`config.mk`:
```
export PLATFORM = sky130hd
export DESIGN_NAME = out_port_arbiter
export DESIGN_NICKNAME = d
export VERILOG_FILES = /design/src/rtl/out_port_arbiter.sv
export SDC_FILE = /design/constraint.sdc
export NUM_CORES = 1
export LEC_CHECK = 0
export ABC_AREA = 1
export BUFFER_PORTS_ARGS = -buffer_cell sky130_fd_sc_hd__buf_2
export CAP_MARGIN = 20
export CELL_PAD_IN_SITES_DETAIL_PLACEMENT = 2
export CELL_PAD_IN_SITES_GLOBAL_PLACEMENT = 2
export CORE_ASPECT_RATIO = 1.75
export CORE_MARGIN = 2
export CORE_UTILIZATION = 23
export DETAILED_ROUTE_END_ITERATION = 10
export GPL_TIMING_DRIVEN = 0
export HOLD_SLACK_MARGIN = 0.03
export PLACE_DENSITY = 0.91
export SLEW_MARGIN = 20
export SYNTH_ARGS = -nofsm -noshare
export SYNTH_HDL_FRONTEND = slang
export SYNTH_SLANG_ARGS = --single-unit
```
`constraint.sdc`:
```
create_clock -name clk -period 1.83 [get_ports clk]
set_input_delay 0.0915 -clock clk [delete_from_list [all_inputs] [get_ports clk]]
set_output_delay 0.0915 -clock clk [all_outputs]
set_load 0.05 [all_outputs]
```
`src/rtl/out_port_arbiter.sv`:
```
// Round-robin sharing of the registered output port between NUM_REQ producers.
// Each granted word is held on out_data for HOLD_CYCLES cycles.
module out_port_arbiter #(
  parameter int NUM_REQ     = 2,
  parameter int DATA_W      = 8,
  parameter int HOLD_CYCLES = 4,
  localparam int SRC_W = (NUM_REQ > 1) ? $clog2(NUM_REQ) : 1,
  localparam int CNT_W = (HOLD_CYCLES > 1) ? $clog2(HOLD_CYCLES) : 1
) (
  input  logic                      clk,
  input  logic                      rst,
  input  logic                      en,
  input  logic [NUM_REQ-1:0]        req_valid,
  input  logic [NUM_REQ*DATA_W-1:0] req_data,
  output logic [NUM_REQ-1:0]        req_ready,
  output logic [DATA_W-1:0]         out_data,
  output logic                      out_valid,
  output logic [SRC_W-1:0]          out_src,
  output logic                      busy
);

  typedef enum logic {
    IDLE,
    HOLD
  } state_t;

  localparam logic [SRC_W:0]     NUM_REQ_W  = (SRC_W+1)'(NUM_REQ);
  localparam logic [SRC_W-1:0]   LAST_REQ   = SRC_W'(NUM_REQ-1);
  localparam logic [CNT_W-1:0]   HOLD_LAST  = CNT_W'(HOLD_CYCLES-1);
  localparam logic [NUM_REQ-1:0] ONE_HOT0   = NUM_REQ'(1);

  state_t                  state;
  logic [CNT_W-1:0]        hold_cnt;
  logic [SRC_W-1:0]        last_grant;

  logic                    arb_cycle;
  logic                    grant_found;
  logic [SRC_W-1:0]        grant_idx;
  logic [DATA_W-1:0]       grant_data;
  logic [2*NUM_REQ-1:0]    rot;
  logic [SRC_W:0]          pos;
  logic                    xfer;

  assign arb_cycle = (state == IDLE) || (hold_cnt == '0);

  // Rotate a doubled request vector so bit 0 is the slot after last_grant.
  always_comb begin
    grant_found = 1'b0;
    grant_idx   = '0;
    pos         = '0;
    rot = {req_valid, req_valid} >> ({1'b0, last_grant} + 1'b1);
    for (int k = 0; k < NUM_REQ; k++) begin
      if (!grant_found && rot[k]) begin
        grant_found = 1'b1;
        pos = {1'b0, last_grant} + (SRC_W+1)'(k + 1);
        if (pos >= NUM_REQ_W) begin
          pos = pos - NUM_REQ_W;
        end
        grant_idx = pos[SRC_W-1:0];
      end
    end
  end

  always_comb begin
    grant_data = '0;
    for (int i = 0; i < NUM_REQ; i++) begin
      if (grant_idx == SRC_W'(i)) begin
        grant_data = req_data[i*DATA_W +: DATA_W];
      end
    end
  end

  always_comb begin
    req_ready = '0;
    if (!rst && en && arb_cycle && grant_found) begin
      req_ready = ONE_HOT0 << grant_idx;
    end
  end

  assign xfer = |(req_valid & req_ready);

  always_ff @(posedge clk) begin
    if (rst) begin
      state      <= IDLE;
      hold_cnt   <= '0;
      last_grant <= LAST_REQ;
      out_data   <= '0;
      out_valid  <= 1'b0;
      out_src    <= '0;
      busy       <= 1'b0;
    end else if (arb_cycle) begin
      if (xfer) begin
        state      <= HOLD;
        hold_cnt   <= HOLD_LAST;
        last_grant <= grant_idx;
        out_data   <= grant_data;
        out_valid  <= 1'b1;
        out_src    <= grant_idx;
        busy       <= 1'b1;
      end else begin
        state      <= IDLE;
        hold_cnt   <= '0;
        out_valid  <= 1'b0;
        busy       <= 1'b0;
      end
    end else begin
      hold_cnt <= hold_cnt - 1'b1;
    end
  end

endmodule

```
Word-level counts from Yosys, hierarchy flattened
Index checks and enable logic that the tools add are counted.
{"block": "word_totals", "inputBits": 21, "out_inout_bits": 13, "regBits": 13}
{"block": "classes", "bitwise": 2, "n_mux": 11, "reduce_logical": 10, "shifts": 2, "order_cmp": 2, "n_addsub": 5}
{"op": "$mux 8", "n": 1}
{"op": "$mux 1", "n": 7}
{"op": "$mux 2", "n": 3}
{"op": "$ge 2x2->1 const B", "n": 2}
{"op": "$logic_and 1x1->1", "n": 4}
{"op": "$shr 4x2->2", "n": 1}
{"op": "$add 1x1->2 const B", "n": 1}
{"op": "$add 1x2->2 const B", "n": 1}
{"op": "$and 2x2->2", "n": 1}
{"op": "$logic_not 1->1", "n": 2}
{"op": "$logic_not 2->1", "n": 1}
{"op": "$reduce_and 2->1", "n": 1}
{"op": "$reduce_or 2->1", "n": 1}
{"op": "$shl 1x1->2 const A", "n": 1}
{"op": "$sub 1x1->1 const B", "n": 2}
{"op": "$sub 2x1->2 const B", "n": 1}
{"op": "$logic_or 1x1->1", "n": 1}
{"op": "$not 1->1", "n": 1}

Longest topological paths before layout
Gate-level depths: netlist of the first run.
{"block": "logic_depth", "ltp_word": 12, "mapped_depth": 8, "depth_no_buf": 8}

Worst setup path before layout of the first run
OpenSTA, ideal clock, no wires.
{"block": "synth_timing", "path_type": "register to output", "start": "reg state", "end": "out req_ready[0]", "n_path_buf": 1, "setup_slack_ns": 0.110, "path_stages_with_launch": 5, "arrival_time_ns": 1.628, "required_ns": 1.738, "cell_sequence": "dfxtp_1 > nand2_1 > nand3_2 > buf_6 > nor2_1"}
{"block": "synth_via", "elab_chain_cells": 5}
{"item": "from (decl)", "line": "32", "rtl": "state_t state;"}
{"item": "from (signal assigned)", "line": "84", "rtl": "state <= IDLE;"}
{"item": "from (signal assigned)", "line": "93", "rtl": "state <= HOLD;"}
{"item": "from (signal assigned)", "line": "101", "rtl": "state <= IDLE;"}
{"item": "$not 1->1", "line": "44", "rtl": "assign arb_cycle = (state == IDLE) || (hold_cnt == '0);"}
{"item": "$logic_or 1x1->1", "line": "44"}
{"item": "$logic_and 1x1->1 (2 in series)", "line": "75", "rtl": "if (!rst && en && arb_cycle && grant_found) begin"}
{"item": "$mux 2", "line": "75"}
{"item": "to (decl)", "line": "15", "rtl": "output logic [NUM_REQ-1:0] req_ready,"}
No other way between the ends.

Worst setup path after layout of the first run
{"block": "layout_timing", "start": "reg hold_cnt[0]", "end": "out req_ready[0]"}
{"block": "layout_via", "elab_chain_cells": 5}
{"item": "from (decl)", "line": "33", "rtl": "logic [CNT_W-1:0] hold_cnt;"}
{"item": "from (signal assigned)", "line": "107", "rtl": "hold_cnt <= hold_cnt - 1'b1;"}
{"item": "$logic_not 2->1", "line": "44"}
{"item": "$logic_or 1x1->1", "line": "44"}
{"item": "$logic_and 1x1->1 (2 in series)", "line": "75"}
{"item": "$mux 2", "line": "75"}
No other way between the ends.

==> metrics.log, run 1 <==
[metrics] result of the run: finished, final reports clean
[metrics] Global Route met1 Usage: 0.1370
[metrics] number of pins exceeding their max-slew limit in the final report: 0
[metrics] critical path class: flop to primary output
[metrics] unrepaired setup endpoints after global routing: no
[metrics] Critical Path End Type: primary output
[metrics] via count of the first global-routing pass: ~770
[metrics] delay-heaviest family, CP: buffers and inverters
[metrics] worst path cell trace: inv_1, ha_1, inv_1, nand2_1, nand3_2, buf_6, nor2_1, buf_4
[metrics] count of state elements after synthesis: 13
[metrics] DRC: 0
[metrics] synthesized cell area: 650.6 um2
[metrics] routing layer with the top usage in global route: met2
[metrics] Synthesis Warnings: 0
[metrics] part of the total power dissipated in the clock network: 0.363
[metrics] data required time at the worst endpoint: 1.74 ns
[metrics] clock latency at the later pin of the worst-skew pair: 0.25 ns
[metrics] Maximum Capacitance Violations: 0
[metrics] switching share of power: 0.3111
[metrics] Tot GR Track Use: 0.1510
[metrics] final setup violation count: 0
[metrics] Crit-path slowest cell: dfxtp_1
[metrics] post-synthesis instance total: 94
[metrics] I/O pin total: 34
[metrics] Achievable Freq: 588.9 MHz
[metrics] H-tree Lvls: 1
[metrics] site row count: 25
[metrics] share of synthesized area occupied by flip-flops and latches: 0.4000
[metrics] CP Launch Type: flop
[metrics] Chip Width: 44.21 um
[metrics] Vias: 742
[metrics] y dimension of the die: between 70 and 80 um
[metrics] HP Class: primary input to flop
[metrics] CTS Hold Bufs: 0
[metrics] DR vias/cell: 4.726
[metrics] CP Buf/Inv Count: 4
[metrics] Worst Path Arrival: 1.61 ns
[metrics] first-pass GRT wire length: about 3500 um
[metrics] maximum ir drop on the vdd rail: about 270 uV
[metrics] Setup TNS Final: 0 ns
[metrics] # port buffers: 32
[metrics] Switch Pwr: 0.2272 mW
[metrics] post-route total power: 0.7304 mW
[metrics] Comb power frac: 0.221
[metrics] clock tree skew after final layout: ~0.0038 ns
[metrics] post-synthesis net count: 116
[metrics] number of inserted diodes: 0
[metrics] maximum fanout count along the critical path: 10
[metrics] Inserted Clock Buffers: 3
[metrics] Finished Core Util: 0.3316
[metrics] count of routing violations after the opening detailed-route iteration: 10
[metrics] clock-pin slew on the worst setup and hold paths: roughly 0.06 ns
[metrics] most repeated library cell on the critical path: inv_1
[metrics] sequential share of power: 0.416
[metrics] final net count: 153
[metrics] Power Dens Cells: approximately 820 nW/um2
[metrics] Cell variety after synth: 17
[metrics] time the worst path needs with I/O delays and setup: 1.698 ns
[metrics] # clock sinks: 13
[metrics] Die ar.: around 3300 um2
[metrics] hold violation total from the final report: 0
[metrics] area of the multi-input gates: 322.8 um2
[metrics] most common cell after layout, fill and taps aside: nand2_1
[metrics] commonest cells after routing, fill and taps aside: nand2_1 (36), buf_2 (31), dfxtp_1 (13), a21oi_1 (12), nand3_1 (10)
[metrics] Total Routed Length: 2102 um
[metrics] core box area: about 2700 um2
[metrics] RePlAce Congestion: between 0.7 and 0.8
[metrics] Seq. cell area: 260.3 um2
[metrics] Avg WL per Cell: roughly 13 um
[metrics] effective utilization at floorplan: 0.2419
[metrics] fraction of final layout cells with drive strength greater than 1: 0.3615
[metrics] clock tree from TritonCTS: built
[metrics] maximum number of pins on one net before global-route repair: 11
[metrics] total of fill cells in the finished design: approximately 350
[metrics] antenna violations before repair: 0
[metrics] final worst path period share: 0.9279
[metrics] number of buffers inserted to repair setup after CTS: 0
[metrics] cell at the root of the clock tree: clkbuf_8
[metrics] Synth Area per Inst: between 6 and 7 um2
[metrics] count of TritonRoute iterations in the first routing pass: 4
[metrics] static leakage power: 0.4755 nW
[metrics] sum of net half-perimeters after detailed placement: between 1500 and 2000 um
[metrics] Global Route met2 Usage: 0.2810
[metrics] Worst path max stage delay: 0.30 ns
[metrics] remaining number of nets flagged by the antenna check after routing: 0
[metrics] Cell Int Power: 0.5031 mW
[metrics] sum of overflow across all layers after global routing: 0
[metrics] number of buffers between clock root and the deepest sink: 2
[metrics] slew of the pin with the lowest slew margin: 0.4408 ns
[metrics] Area Growth Syn to Fin: 37.12%
[metrics] fraction of met3 tracks used by global routing: 0.02427
[metrics] Slew headroom: 0.7062
[power groups by stage]
stage	clock network [mW]	registers (mW)	logic [mW]
after floorplan	0	0.344	0.0754
after global placement	0	0.310	0.156
after detailed placement	0	0.310	0.164
after CTS	0.272	0.304	0.164
after global routing	0.285	0.305	0.180
final	0.265	0.304	0.161
[cells in the mapped netlist (all sizes together)]
master / number / area [um2]
a21oi: 13 / 68.82
buf: 3 / 30.03
clkbuf: 1 / 3.750
dfxtp: 13 / 260.3
ha: 1 / 12.51
inv: 9 / 33.78
nand2: 39 / 153.9
nand3: 11 / 60.06
nor2: 3 / 21.27
or2: 1 / 6.260
[cells by family (layout without fill, tap and decap cells)]
| logic type | Yosys count | count (layout) | share of synthesized area |
|---|---|---|---|
| compound gates | 13 | 13 | 0.1058 |
| fa+ha+maj | 1 | 1 | 0.01923 |
| buf+inv | 13 | 49 | 0.1038 |
| flops | 13 | 13 | 0.4000 |
| simple gates | 54 | 54 | 0.3712 |
[layout make-up]
class                           instances  area share
Timing Repair Buffer                   32      0.1823
Inverter                                9     0.03787
Clock buffer                            4     0.05049
Tap cell                               27     0.03787
Buffer                                  4     0.03787
Sequential cell                        13      0.2917
Multi-Input combinational cell         68      0.3619
[timing repair]
item	4_1_cts	5_1_grt
resized for setup	0	2
setup endpoints to repair	0	1
endpoints found under the hold margin	0	0
[registers in the layout (all words and copies together), names as in the netlist]
name        flops
last_grant      1
hold_cnt        2
out_src         1
out_data        8
state           1
[worst paths after layout]
path / cells past startpoint / from / slack [ns] / to
worst max-delay path: 8 / hold_cnt[0]$_SDFF_PP0_ / 0.13 / req_ready[0]
worst min register to register: 2 / out_data[7]$_SDFFE_PP0P_ / 0.47 / out_data[7]$_SDFFE_PP0P_
worst min-delay path: 2 / rst / 0.08 / out_src$_SDFFE_PP0P_
worst max register to register: 8 / hold_cnt[0]$_SDFF_PP0_ / 0.47 / last_grant$_SDFFE_PP1P_
[metrics by stage]
step	worst slack (ns)	hold slack (ns)	area, um2	std cells
floorplan	0.1100	0.1606	650.6	94
global placement	0.3952	0.3299	844.6	153
detailed placement	0.3239	0.3459	844.6	153
CTS	0.04619	0.07795	889.6	157
global route	0.004492	0.09770	892.1	157
finish	0.1319	0.07828	892.1	157
[per-layer routing]
layer,share of wire,routed length (um)
met5,0,0
met4,0.035,74
met3,0.047,99
met2,0.58,1212
met1,0.34,716
(Power assumes the default switching activity.)
==> run 2: changes to the inputs <==
--- a/config.mk
+++ b/config.mk
@@ -6,17 +6,17 @@
 export NUM_CORES = 1
 export LEC_CHECK = 0
 export ABC_AREA = 1
-export BUFFER_PORTS_ARGS = -buffer_cell sky130_fd_sc_hd__buf_2
 export CAP_MARGIN = 20
 export CELL_PAD_IN_SITES_DETAIL_PLACEMENT = 2
 export CELL_PAD_IN_SITES_GLOBAL_PLACEMENT = 2
-export CORE_ASPECT_RATIO = 1.75
+export CORE_ASPECT_RATIO = 1.25
 export CORE_MARGIN = 2
-export CORE_UTILIZATION = 23
+export CORE_UTILIZATION = 31
 export DETAILED_ROUTE_END_ITERATION = 10
+export DONT_BUFFER_PORTS = 1
 export GPL_TIMING_DRIVEN = 0
 export HOLD_SLACK_MARGIN = 0.03
-export PLACE_DENSITY = 0.91
+export PLACE_DENSITY = 0.87
 export SLEW_MARGIN = 20
 export SYNTH_ARGS = -nofsm -noshare
 export SYNTH_HDL_FRONTEND = slang
==> run 2 against run 1 <==
Via count decreased by 17%; register-to-register slack worse by 0.02 ns; total power shrank 16%; sequential share of layout area is 7.1 points higher; sequential power rose by 12%; worst setup slack got worse by 0.0036 ns; non-clock buffer count decreased by 31; clock power fell by 33%; critical path type unchanged; highest routed layer unchanged.
==> metrics.log, run 2 (same netlist as run 1, synthesis figures left out) <==
[metrics] time the worst path needs with I/O delays and setup: roughly 1.7 ns
[metrics] Switch Pwr: 0.2029 mW
[metrics] clock-pin slew on the worst setup and hold paths: 0.08 ns
[metrics] number of inserted diodes: 0
[metrics] Cell Int Power: slightly above 0.4 mW
[metrics] Reg-to-Reg End: out_data[5]$_SDFFE_PP0P_
[metrics] slew of the pin with the lowest slew margin: 0.5215 ns
[metrics] Comb power frac: 0.158
[metrics] number of pins exceeding their max-slew limit in the final report: 0
[metrics] fraction of final layout cells with drive strength greater than 1: 0.1717
[metrics] clock latency at the later pin of the worst-skew pair: around 0.27 ns
[metrics] sum of overflow across all layers after global routing: 0
[metrics] last element of the critical path: req_ready[1]
[metrics] # port buffers: 0
[metrics] RePlAce Congestion: 0.6748
[metrics] Worst path max stage delay: 0.36 ns
[metrics] largest registers: out_data (8), hold_cnt (2)
[metrics] result of the run: finished, final reports clean
[metrics] FF-to-FF path depth: 8
[metrics] Maximum Capacitance Violations: 0
[metrics] number of buffers between clock root and the deepest sink: 2
[metrics] hold violation total from the final report: 0
[metrics] sequential share of power: 0.552
[metrics] first-pass GRT wire length: between 3000 and 4000 um
[metrics] Worst Path Arrival: 1.61 ns
[metrics] cell at the root of the clock tree: clkbuf_4
[metrics] Tot GR Track Use: 0.1665
[metrics] core box area: between 1500 and 2000 um2
[metrics] Setup TNS Final: 0 ns
[metrics] HP Class: primary input to flop
[metrics] area of the multi-input gates: 330.3 um2
[metrics] Seq. cell area: 261.5 um2
[metrics] Inserted Clock Buffers: 3
[metrics] antenna violations before repair: 0
[metrics] switching share of power: 0.3299
[metrics] Chip Width: 44.98 um
[metrics] clock tree skew after final layout: approximately 0.0052 ns
[metrics] Slew headroom: 0.6518
[metrics] Area Growth Syn to Fin: 10.77%
[metrics] Achievable Freq: 587.6 MHz
[metrics] Crit-path slowest cell: inv_1
[metrics] static leakage power: 0.3281 nW
[metrics] Power Dens Cells: 853.3 nW/um2
[metrics] unrepaired setup endpoints after global routing: no
[metrics] final worst path period share: 0.9299
[metrics] most common cell after layout, fill and taps aside: nand2_1
[metrics] number of buffers inserted to repair setup after CTS: 0
[metrics] critical path class: flop to primary output
[metrics] number of flip-flops under the largest register name: 8
[metrics] Avg WL per Cell: between 15 and 20 um
[metrics] DR vias/cell: 5.160
[metrics] sum of net half-perimeters after detailed placement: 1409 um
[metrics] maximum number of pins on one net before global-route repair: 11
[metrics] H-tree Lvls: 1
[metrics] effective utilization at floorplan: 0.3283
[metrics] clock tree from TritonCTS: built
[metrics] Cell Count Post-Placement: 114
[metrics] maximum fanout count along the critical path: 9
[metrics] count of routing violations after the opening detailed-route iteration: 7
[metrics] Critical Path End Type: primary output
[metrics] Worst Hold Depth: 4
[metrics] largest reg by FF count: out_data
[metrics] final setup violation count: 0
[metrics] fin cells: 119
[metrics] CP Launch Point: last_grant$_SDFFE_PP1P_
[metrics] maximum ir drop on the vdd rail: 357.9 uV
[metrics] Die ar.: 2484 um2
[metrics] total of fill cells in the finished design: ~250
[metrics] Reg2Reg Setup Slack: 0.45 ns
[metrics] part of the total power dissipated in the clock network: 0.290
[metrics] commonest cells after routing, fill and taps aside: nand2_1 (36), a21oi_1 (12), dfxtp_1 (12), nand3_1 (10), inv_1 (8)
[metrics] I/O pin total: 34
[metrics] worst r2r src: hold_cnt[0]$_SDFF_PP0_
[metrics] y dimension of the die: 55.22 um
[metrics] count of TritonRoute iterations in the first routing pass: 3
[metrics] Vias: 614
[metrics] DRC: 0
[metrics] site row count: 18
[metrics] # clock sinks: 13
[metrics] CP Launch Type: flop
[metrics] remaining number of nets flagged by the antenna check after routing: 0
[metrics] worst path cell trace: nand2_2, nand2_2, inv_1, nand3_1, inv_1
[metrics] Total Routed Length: 1826 um
[metrics] via count of the first global-routing pass: around 670
[metrics] final net count: 122
[metrics] data required time at the worst endpoint: 1.74 ns
==> run 2: final cells by class <==
class / instances / share of cell area
buffer: 4 / 0.04688
clock buffer: 4 / 0.03646
inverter: 9 / 0.04688
multi-input combinational: 68 / 0.4583
sequential: 13 / 0.3628
tap: 20 / 0.03472
timing repair buffer: 1 / 0.01389
==> run 2: per-layer routing <==
layer,track usage,part of all wire,wire [um]
met5,0,0,0
met1,0.1640,0.38,689
met4,0.1008,0.015,27
met2,0.2980,0.57,1033
met3,0.03268,0.042,76
==> run 2: worst max-delay path, delay by kind of cell, from the launching register on <==
family / cells / cell delay, ns
buffers and inverters: 2 / 0.51
and+or+nand+nor: 3 / 0.50
DFF: 1 / 0.34
==> run 2: worst min path at each step <==
stage / startpoint / endpoint / slack [ns]
floorplan: rst / out_data[7]$_SDFFE_PP0P_ / 0.16
global placement: rst / out_src$_SDFFE_PP0P_ / 0.16
detailed placement: rst / out_src$_SDFFE_PP0P_ / 0.17
CTS: req_data[1] / out_data[1]$_SDFFE_PP0P_ / 0.05
global route: req_data[3] / out_data[3]$_SDFFE_PP0P_ / 0.07
finish: req_data[3] / out_data[3]$_SDFFE_PP0P_ / 0.05
==> run 2: what timing repair did <==
action,CTS,global route
resized for setup,2,1
endpoints found under the hold margin,3,0
hold buffers,1,0
endpoints found under the setup margin,1,1
pin swaps,0,0
gates cloned,0,0
==> run 2: metrics by stage <==
| stage | utilization | cell area [um2] | total power [mW] | worst slack, ns | hold WS [ns] |
|---|---|---|---|---|---|
| 6_report | 0.3636 | 720.7 | 0.6150 | 0.1283 | 0.05263 |
| 5_1_grt | 0.3636 | 720.7 | 0.6451 | 0.0007516 | 0.07465 |
| 4_1_cts | 0.3630 | 719.4 | 0.6265 | 0.06209 | 0.04764 |
| 3_5_place_dp | 0.3409 | 675.6 | 0.4413 | -0.03413 | 0.1653 |
| 3_3_place_gp | 0.3409 | 675.6 | 0.4343 | -0.03115 | 0.1617 |
| 2_1_floorplan | - | 650.6 | 0.4189 | 0.1100 | 0.1606 |
==> run 2: power groups by stage <==
stage	combinational, mW	clock, mW	sequential (mW)
floorplan	0.0754	0	0.344
global placement	0.0886	0	0.346
detailed placement	0.0948	0	0.346
CTS	0.100	0.187	0.340
global route	0.110	0.193	0.342
finish	0.0974	0.178	0.339
